$ cat src/rtl/fetch_stage.sv
// Instruction fetch stage: PC register, IF/ID pipeline register and delivered-instruction counter.
// Redirects beat stalls and always leave exactly one bubble in IF/ID.
module fetch_stage #(
   parameter logic [31:0] RESET_PC  = 32'h0000_0004,
   parameter logic [31:0] NOP_INSTR = 32'h0000_0013
) (
   input  logic        clk,
   input  logic        rst_n,
   input  logic        stall,
   input  logic        redirect_valid,
   input  logic [31:0] redirect_pc,
   output logic [31:0] imem_addr,
   input  logic [31:0] imem_instr,
   output logic        if_id_valid,
   output logic [31:0] if_id_pc,
   output logic [31:0] if_id_pc_plus4,
   output logic [31:0] if_id_instr,
   output logic [31:0] fetch_count
);

   typedef enum logic {BUBBLE = 1'b0, RUN = 1'b1} state_t;

   state_t      state, state_nxt;
   logic [31:0] pc;
   logic [31:0] pc_plus4;
   logic        fetch_en;

   assign fetch_en    = !redirect_valid && !stall;
   assign pc_plus4    = pc + 32'd4;
   assign imem_addr   = pc;
   assign if_id_valid = (state == RUN);

   always_ff @(posedge clk or negedge rst_n) begin
      if (!rst_n)
         state <= BUBBLE;
      else
         state <= state_nxt;
   end

   always_comb begin
      state_nxt = state;
      if (redirect_valid)
         state_nxt = BUBBLE;
      else if (!stall)
         state_nxt = RUN;
   end

   // Misaligned redirect targets are silently word-aligned.
   always_ff @(posedge clk or negedge rst_n) begin
      if (!rst_n)
         pc <= RESET_PC;
      else if (redirect_valid)
         pc <= {redirect_pc[31:2], 2'b00};
      else if (fetch_en)
         pc <= pc_plus4;
   end

   // On redirect the PC fields are left alone; only the instruction is squashed.
   always_ff @(posedge clk or negedge rst_n) begin
      if (!rst_n) begin
         if_id_pc       <= 32'd0;
         if_id_pc_plus4 <= 32'd0;
         if_id_instr    <= NOP_INSTR;
         fetch_count    <= 32'd0;
      end else if (redirect_valid) begin
         if_id_instr    <= NOP_INSTR;
      end else if (fetch_en) begin
         if_id_pc       <= pc;
         if_id_pc_plus4 <= pc_plus4;
         if_id_instr    <= imem_instr;
         fetch_count    <= fetch_count + 32'd1;
      end
   end

endmodule

$ cat config.mk
export PLATFORM = sky130hd
export DESIGN_NAME = fetch_stage
export DESIGN_NICKNAME = d
export VERILOG_FILES = /design/src/rtl/fetch_stage.sv
export SDC_FILE = /design/constraint.sdc
export NUM_CORES = 1
export LEC_CHECK = 0
export CAP_MARGIN = 5
export CORE_MARGIN = 3
export CORE_UTILIZATION = 47
export DETAILED_ROUTE_END_ITERATION = 10
export GPL_TIMING_DRIVEN = 0
export MAX_ROUTING_LAYER = met4
export PLACE_DENSITY_LB_ADDON = 0.3
export SKIP_LAST_GASP = 1
export SYNTH_ARGS = -nofsm -noshare
export SYNTH_HDL_FRONTEND = slang
export SYNTH_SLANG_ARGS = --single-unit
$ cat constraint.sdc
create_clock -name clk -period 2.31 [get_ports clk]
set_clock_uncertainty 0.1 [all_clocks]
set_input_delay 0.462 -clock clk [delete_from_list [all_inputs] [get_ports clk]]
set_output_delay 0.462 -clock clk [all_outputs]
set_load 0.05 [all_outputs]
* After elaboration in Yosys (flattened, before gate mapping)
Index checks and enable logic that the tools add are counted.
W data, S select, Z words.
** Operators by class
- Bitwise logic cells :: 1
- Reduce and logical (&&, ||, !) cells :: 5
- Add/subtract/negate cells :: 2
- Muxes and demuxes :: 6
- Equal/unequal tests :: 1
** Operators by type and width (count)
- $mux W32 :: 4
- $add A32 B1 Y32 const B :: 1
- $add A32 B3 Y32 const B :: 1
- $logic_not A1 Y1 :: 2
- $mux W1 :: 2
- $ne A2 B1 Y1 const B :: 1
- $reduce_and A2 Y1 :: 1
- $reduce_bool A2 Y1 :: 1
- $logic_and A1 B1 Y1 :: 1
- $not A1 Y1 :: 1
** Storage, ports and cells
- Output and inout port bits :: 161
- Register bits after elaboration :: 161
- Word-level logic and storage cells :: 21

* Longest topological paths before layout
Gate-level depths: netlist of the first run.
- Word-level depth :: 4
- Depth in mapped cells :: 7
- Mapped depth without buffers :: 6

* Worst setup path before layout of the first run
No wires, ideal clock.
- Path kind :: register -> register
- Start :: register pc[10] (netlist: imem_addr[10])
- End :: register if_id_pc_plus4[22]
- Required time :: 2.133 ns
- Data arrival time :: 2.083 ns
- Setup slack :: 0.051 ns
- Stages on the path, launching flop included :: 7
- Path buffers :: 1
- Period minus slack after synthesis :: 2.259 ns
- Cells stage by stage :: dfrtp_1 -> buf_4 -> nand4_2 -> or3_1 -> or4_1 -> xor2_1 -> o21ai_1
** Between the ends
- Longest elaborated chain between the ends :: 1
** RTL lines
- start, declared :: line 24 : logic [31:0] pc;
- start signal, assigned :: line 53 : pc <= {redirect_pc[31:2], 2'b00};
- start signal, assigned :: line 55 : pc <= pc_plus4;
- $add A32 B3 Y32 :: line 29 : assign pc_plus4 = pc + 32'd4;
- end signal, assigned :: line 69 : if_id_pc_plus4 <= pc_plus4;
- end, declared :: line 16 : output logic [31:0] if_id_pc_plus4,
No other way between the ends.
A chain may end at the register's enable or synchronous reset.

* Worst setup path after layout of the first run
- Start :: register pc[3] (netlist: imem_addr[3])
- End :: output port imem_addr[3]
** RTL lines
- end, declared :: line 12 : output logic [31:0] imem_addr,
No word-level cell between the ends.

==> reports/qor.txt, run 1 <==
Clock Root Buffer - clkbuf_16
Synth async-reset ratio - 100.0%
num rows - 44
DR DRC count - 0
total gr overflow - 0
M1 WL - 8671 um
Worst Setup End Kind - output port
Gate Count Post-Synth - 734
syn_area_per_cell - 9.783 sq um
final instance area - 10360 sq um
Hold Vio Cnt, Final - 0
Area Overhead vs Synth - 44.26%
Crit path required time - 1.75 ns
drt pass-1 iters - 5
H-tree levels - 4
critical path class - flop to output port
gr usage total - 24.83%
Fill cells - 1159
Avg WL per Cell - 16.85 um
WP data arrival - 1.70 ns
startpoint types - flop
worst slack, placed - -0.4817 ns
WP buf/inv - 1
Top Ports - 229
Cell Area, Placed - 9651 sq um
Nets - 1052
fin cells - 1179
number of antenna-violating nets in the routed design - 0
Max Slew Vio Count - 0
clock tree from TritonCTS - built
CTS clk-pin slew, worst paths - 0.06 ns
core footprint - 14750 sq um
Routed WL - 19870 um
Post-synth EDFFs - 0
Die W - 129.6 um
hold_ws - 0.3745 ns
WL met3 - 1371 um
clock tree buffer depth - 2
placed insts - 1143
vias per cell - 5.108
vias - 6022
Leakage - 4.625 nW
antenna violations before repair - 0
Cell Chain, Critical Path - clkdlybuf4s50_1
#FFs+latches synth - 155
clk_lat worst skew - 0.42 ns
yosys warns - 0
Yosys top cell area share - 52.62%
Slew HR - 38.07%
CP peak stage delay - 0.86 ns
top cells by area, synth - dfrtp_1, nand2_1, xnor2_1
Tot Pwr - 8.724 mW
share of layout cells above drive strength 1 - 8.945%
Netlist cell types - 40
routed wl met2 - 9587 um
cell family with most CP delay - buffers and inverters
setup violators final - 0
DRT iter0 DRCs - 317
Max Cap Viol - 0
Die Area - 16800 sq um
Max Clk Rate - 0.4420 GHz
PD cells - 842.2 nW/um^2
Slowest-stage cell, CP - clkdlybuf4s50_1
Hold Crit Class - flop to flop
hpwl dp - 14390 um
Final WS setup - 0.04779 ns
IO Port Bufs - 219
largest net degree at the start of global routing - 95
Post-Syn Area - 7181 sq um
post-synth top area cell - dfrtp_1
number of diodes - 0
CP max FO - 5
vias in the first global route - 5917
Routability Congestion - 0.8464
status - finished clean
register area share after synthesis - 54.09%
Initial Util - 48.67%
post-route clock period utilization - 97.93%
RSZ-0062 raised after global routing - true
Final min period - 2.262 ns
Most used DFF post-synth - dfrtp_1
Max VDD drop - 514.2 uV
CTS Sinks - 155
Slew @ Worst Pin - 0.9289 ns
Die Y - 129.6 um
total CTS buffers - 17
highest metal used - met4
first-pass GRT wire length - 31450 um
## per-layer routing
metal	vias to the layer above	global-route usage, %
met5	-	-
met4	0	6.846
met3	17	6.430
met2	195	38.34
met1	2902	32.76
li1	2908	-
## worst paths after layout
kind                               from              end  slack [ns]  cells past startpoint
min                        if_id_pc[17]     if_id_pc[17]        0.37                      2
max                        imem_addr[3]     imem_addr[3]        0.05                      1
max reg2reg                imem_addr[2]    imem_addr[30]        0.13                      7
min reg2reg                if_id_pc[17]     if_id_pc[17]        0.37                      2
max in group asynchronous         rst_n   if_id_instr[1]        0.74                      3
min in group asynchronous         rst_n  fetch_count[31]        0.48                      2
## logic make-up after synthesis
group / Yosys count / synth area share (%)
AO/OA/AOI/OAI: 63 / 4.652
multiplexers: 31 / 4.339
XOR/XNOR: 88 / 10.73
buffers and inverters: 60 / 3.886
AND/OR/NAND/NOR: 334 / 21.90
flip-flops: 155 / 54.09
adder cells (fa/ha/maj): 2 / 0.3484
other: 1 / 0.05222
## synthesized netlist by cell type (2+ instances only)
cell type and instances:
nand2_1 180, dfrtp_1 151, nor2_1 52, xnor2_1 45, xor2_1 43, o21ai_0 34, mux2i_1 30, clkbuf_1 26
nand3_1 26, nand4_1 24, o21ai_1 23, buf_2 16, nor3_1 9, buf_4 7, nor2b_1 7, nor3_2 7
inv_1 6, nor4_1 6, and4_1 4, buf_1 4, dfstp_2 4, a211o_1 3, nand4_2 3, or3_1 3
and3_1 2, ha_1 2, nor4_2 2, nor4_4 2, o21ai_2 2
## flip-flops by register name, summed over array words and instances, names as in the netlist
name            count
if_id_pc           30
if_id_instr        32
if_id_pc_plus4     30
imem_addr          30
fetch_count        32
if_id_valid         1
## stage by stage
stage	util [%]	TNS (ns)
6_report	70.21	0
5_1_grt	70.21	-0.008259
4_1_cts	69.73	0
3_5_place_dp	65.41	-18.46
3_3_place_gp	65.21	-885.16
2_1_floorplan	-	0
## timing repair
| item | 4_1_cts | 5_1_grt |
|---|---|---|
| buffers inserted | 0 | 3 |
| hold buffers | 1 | 0 |
| pin swaps | 0 | 1 |
| setup endpoints to repair | 17 | 23 |
| resized for setup | 17 | 14 |
| endpoints found under the hold margin | 61 | 0 |
## report_power, final
part / internal, mW / switching (mW) / total [mW]
logic: 0.798 / 1.63 / 2.43
registers: 3.01 / 0.246 / 3.25
clock network: 1.92 / 1.13 / 3.04
## layout by cell type, fill, tap and decap left out, drive strengths merged, types with 7 or more instances in the layout
| master | instances |
|---|---|
| o21ai | 59 |
| nand2 | 180 |
| nor2b | 7 |
| dlygate4sd2 | 16 |
| clkbuf | 44 |
| xnor2 | 45 |
| dfrtp | 151 |
| clkdlybuf4s50 | 196 |
| nor4 | 10 |
| mux2i | 30 |
| inv | 8 |
| nand3 | 26 |
| nand4 | 27 |
| nor3 | 16 |
| nor2 | 53 |
| buf | 32 |
| xor2 | 43 |
## layout make-up
| cell class | instances | area, sq um | share of cell area [%] |
|---|---|---|---|
| Buffer | 54 | 260.3 | 2.512 |
| Clock buffer | 17 | 425.4 | 4.107 |
| Clock inverter | 15 | 220.2 | 2.126 |
| Inverter | 6 | 22.52 | 0.2174 |
| Multi-Input combinational cell | 524 | 3068 | 29.62 |
| Sequential cell | 155 | 3884 | 37.49 |
| Tap cell | 184 | 230.2 | 2.222 |
| Timing Repair Buffer | 224 | 2248 | 21.71 |
Power figures use the tool's default switching activity.
==> inputs of run 2 (changes only) <==
--- a/config.mk
+++ b/config.mk
@@ -11,7 +11,7 @@
 export DETAILED_ROUTE_END_ITERATION = 10
 export GPL_TIMING_DRIVEN = 0
 export MAX_ROUTING_LAYER = met4
-export PLACE_DENSITY_LB_ADDON = 0.3
+export PLACE_DENSITY = 0.81
 export SKIP_LAST_GASP = 1
 export SYNTH_ARGS = -nofsm -noshare
 export SYNTH_HDL_FRONTEND = slang
==> reports/qor.txt, run 2 (synthesis results as in run 1) <==
Avg WL per Cell - 17.24 um (+2.3%)
Flop pwr share - 37.8% (+0.5 points)
internal power - 5.521 mW (-3.5%)
combinational power share - 28.3% (+0.5 points)
post-route clock period utilization - 98.17% (+0.24 points)
CP peak stage delay - 0.84 ns (-0.02 ns)
DR DRC count - 0 (unchanged)
Nets - 1051 (-0.095%)
antenna violations before repair - 0 (unchanged)
Die Area - 16800 sq um (unchanged)
vias in the first global route - 6117 (+3.4%)
CTS clk-pin slew, worst paths - 0.07 ns (about the same)
Area Overhead vs Synth - 43.79%
Slew HR - 39.85% (+1.8 points)
number of antenna-violating nets in the routed design - 0 (unchanged)
Crit path required time - 1.75 ns (about the same)
total gr overflow - 0 (unchanged)
Net Sw Frac - 35.69% (+1.3 points)
commonest non-fill, non-tap cell in the layout - clkdlybuf4s50_1
Worst Setup End Kind - output port
Routability Congestion - 0.8573 (+1.3%)
post-layout util - 69.98% (-0.23 points)
WP data arrival - 1.71 ns (about the same)
num rows - 44 (unchanged)
commonest cells after routing, fill and taps aside - clkdlybuf4s50_1, nand2_1, dfrtp_1
Max VDD drop - 544.3 uV (+5.9%)
Hold Path Stages - 2 (unchanged)
status - finished clean
clock tree buffer depth - 2 (unchanged)
Die W - 129.6 um (unchanged)
Fill cells - 1169 (+0.86%)
Routed WL - 20310 um (+2.2%)
critical path class - flop to output port
Hold Vio Cnt, Final - 0 (unchanged)
total CTS buffers - 17 (unchanged)
reg2reg end - imem_addr[31]
Clock power frac - 33.9% (-1.0 points)
Max Slew Vio Count - 0 (unchanged)
Die Y - 129.6 um (unchanged)
cell family with most CP delay - buffers and inverters
reg-to-reg slack, setup - 0.15 ns (+0.02 ns)
origin of the critical flop-to-flop path - imem_addr[2]
share of layout cells above drive strength 1 - 8.753% (-0.19 points)
clk_lat worst skew - 0.42 ns (about the same)
CP max FO - 5 (unchanged)
vias per cell - 5.202 (+1.8%)
vias - 6128 (+1.8%)
DRT iter0 DRCs - 341 (+7.6%)
Initial Util - 48.67% (unchanged)
Final min period - 2.268 ns (+0.005460 ns)
largest net degree at the start of global routing - 100 (+5.3%)
Hold Crit Class - flop to flop
core footprint - 14750 sq um (unchanged)
number of diodes - 0 (unchanged)
Cell Area, Placed - 9651 sq um (unchanged)
Switch Pwr - 3.063 mW (+2.1%)
Leakage - 4.663 nW (+0.83%)
RSZ-0062 raised after global routing - true
Register-to-Register Path Depth - 6 (-1)
PD cells - 831.4 nW/um^2 (-1.3%)
hpwl dp - 14670 um (+2.0%)
final instance area - 10320 sq um (-0.33%)
Top Registers - fetch_count (32), if_id_instr (32)
first-pass GRT wire length - 31910 um (+1.5%)
Max Cap Viol - 0 (unchanged)
drt pass-1 iters - 6 (+1)
Clock Root Buffer - clkbuf_16
startpoint types - flop
WP buf/inv - 1 (unchanged)
clock tree from TritonCTS - built
WHS Endpoint - if_id_pc[29]
Max Clk Rate - 0.4410 GHz (-0.24%)
Top Ports - 229 (unchanged)
IO Port Bufs - 219 (unchanged)
gr usage total - 25.19% (+0.37 points)
hold_sp - if_id_pc[29]
H-tree levels - 4 (unchanged)
CTS Sinks - 155 (unchanged)
setup violators final - 0 (unchanged)
Slew @ Worst Pin - 0.9023 ns (-0.02666 ns)
Cell Chain, Critical Path - clkdlybuf4s50_1
Slowest-stage cell, CP - clkdlybuf4s50_1
==> run 2: per-layer routing <==
| layer | track usage (%) | up-vias | share of wire, % |
|---|---|---|---|
| li1 | - | 2910 | - |
| met1 | 32.89 | 2954 | 43 |
| met2 | 39.92 | 233 | 49 |
| met3 | 5.730 | 31 | 6.4 |
| met4 | 6.907 | 0 | 2.0 |
| met5 | - | - | 0 |
==> run 2: power groups by stage <==
stage / Clock, mW / Combinational [mW] / Sequential [mW]
6_report: 2.91 / 2.43 / 3.24
3_3_place_gp: 0 / 2.43 / 3.28
5_1_grt: 3.08 / 2.57 / 3.29
2_1_floorplan: 0 / 0.503 / 4.27
4_1_cts: 2.96 / 2.45 / 3.25
3_5_place_dp: 0 / 2.46 / 3.29
==> run 2: stage by stage <==
| stage | setup slack (ns) | cells | hold slack (ns) | setup TNS (ns) | power, mW |
|---|---|---|---|---|---|
| after floorplan | 0.05052 | 739 | 0.06641 | 0 | 4.777 |
| after global placement | -5.714 | 1142 | 0.3573 | -891.39 | 5.714 |
| after detailed placement | -0.4422 | 1143 | 0.3622 | -19.52 | 5.750 |
| after CTS | 0.005713 | 1176 | 0.3774 | 0 | 8.653 |
| after global routing | -0.03507 | 1178 | 0.3993 | -0.03507 | 8.931 |
| final | 0.04233 | 1178 | 0.3743 | 0 | 8.584 |
==> run 2: area by class of cell <==
cell class / instances / area [sq um] / share of cell area [%]
sequential: 155 / 3884 / 37.62
multi-input combinational: 524 / 3068 / 29.71
timing repair buffer: 223 / 2248 / 21.78
clock buffer: 17 / 425.4 / 4.120
buffer: 54 / 259.0 / 2.508
tap: 184 / 230.2 / 2.230
clock inverter: 15 / 187.7 / 1.818
inverter: 6 / 22.52 / 0.2181
==> run 2: repair_timing <==
action / CTS / global route
buffers inserted: 0 / 2
hold endpoints to repair: 56 / 0
gates resized for setup: 20 / 16
setup endpoints to repair: 20 / 28
cloned: 0 / 0
pin swaps: 0 / 1
hold buffers: 1 / 0
==> run 2: worst max path at each step <==
stage	startpoint	cells past startpoint	slack, ns	to
final	fetch_count[17]	1	0.04	fetch_count[17]
after global routing	imem_addr[2]	7	-0.04	imem_addr[30]
after detailed placement	redirect_valid	6	-0.44	fetch_count[31]
after floorplan	imem_addr[10]	6	0.05	if_id_pc_plus4[22]
after global placement	rst_n	1	-5.71	if_id_instr[17]
after CTS	fetch_count[3]	1	0.006	fetch_count[3]
==> inputs of run 3 (changes only) <==
--- a/config.mk
+++ b/config.mk
@@ -9,6 +9,7 @@
 export CORE_MARGIN = 3
 export CORE_UTILIZATION = 47
 export DETAILED_ROUTE_END_ITERATION = 10
+export GPL_ROUTABILITY_DRIVEN = 0
 export GPL_TIMING_DRIVEN = 0
 export MAX_ROUTING_LAYER = met4
 export PLACE_DENSITY = 0.81
==> results of run 3 <==
Same layout as run 2: the final DEF is identical, and so are final timing and power.
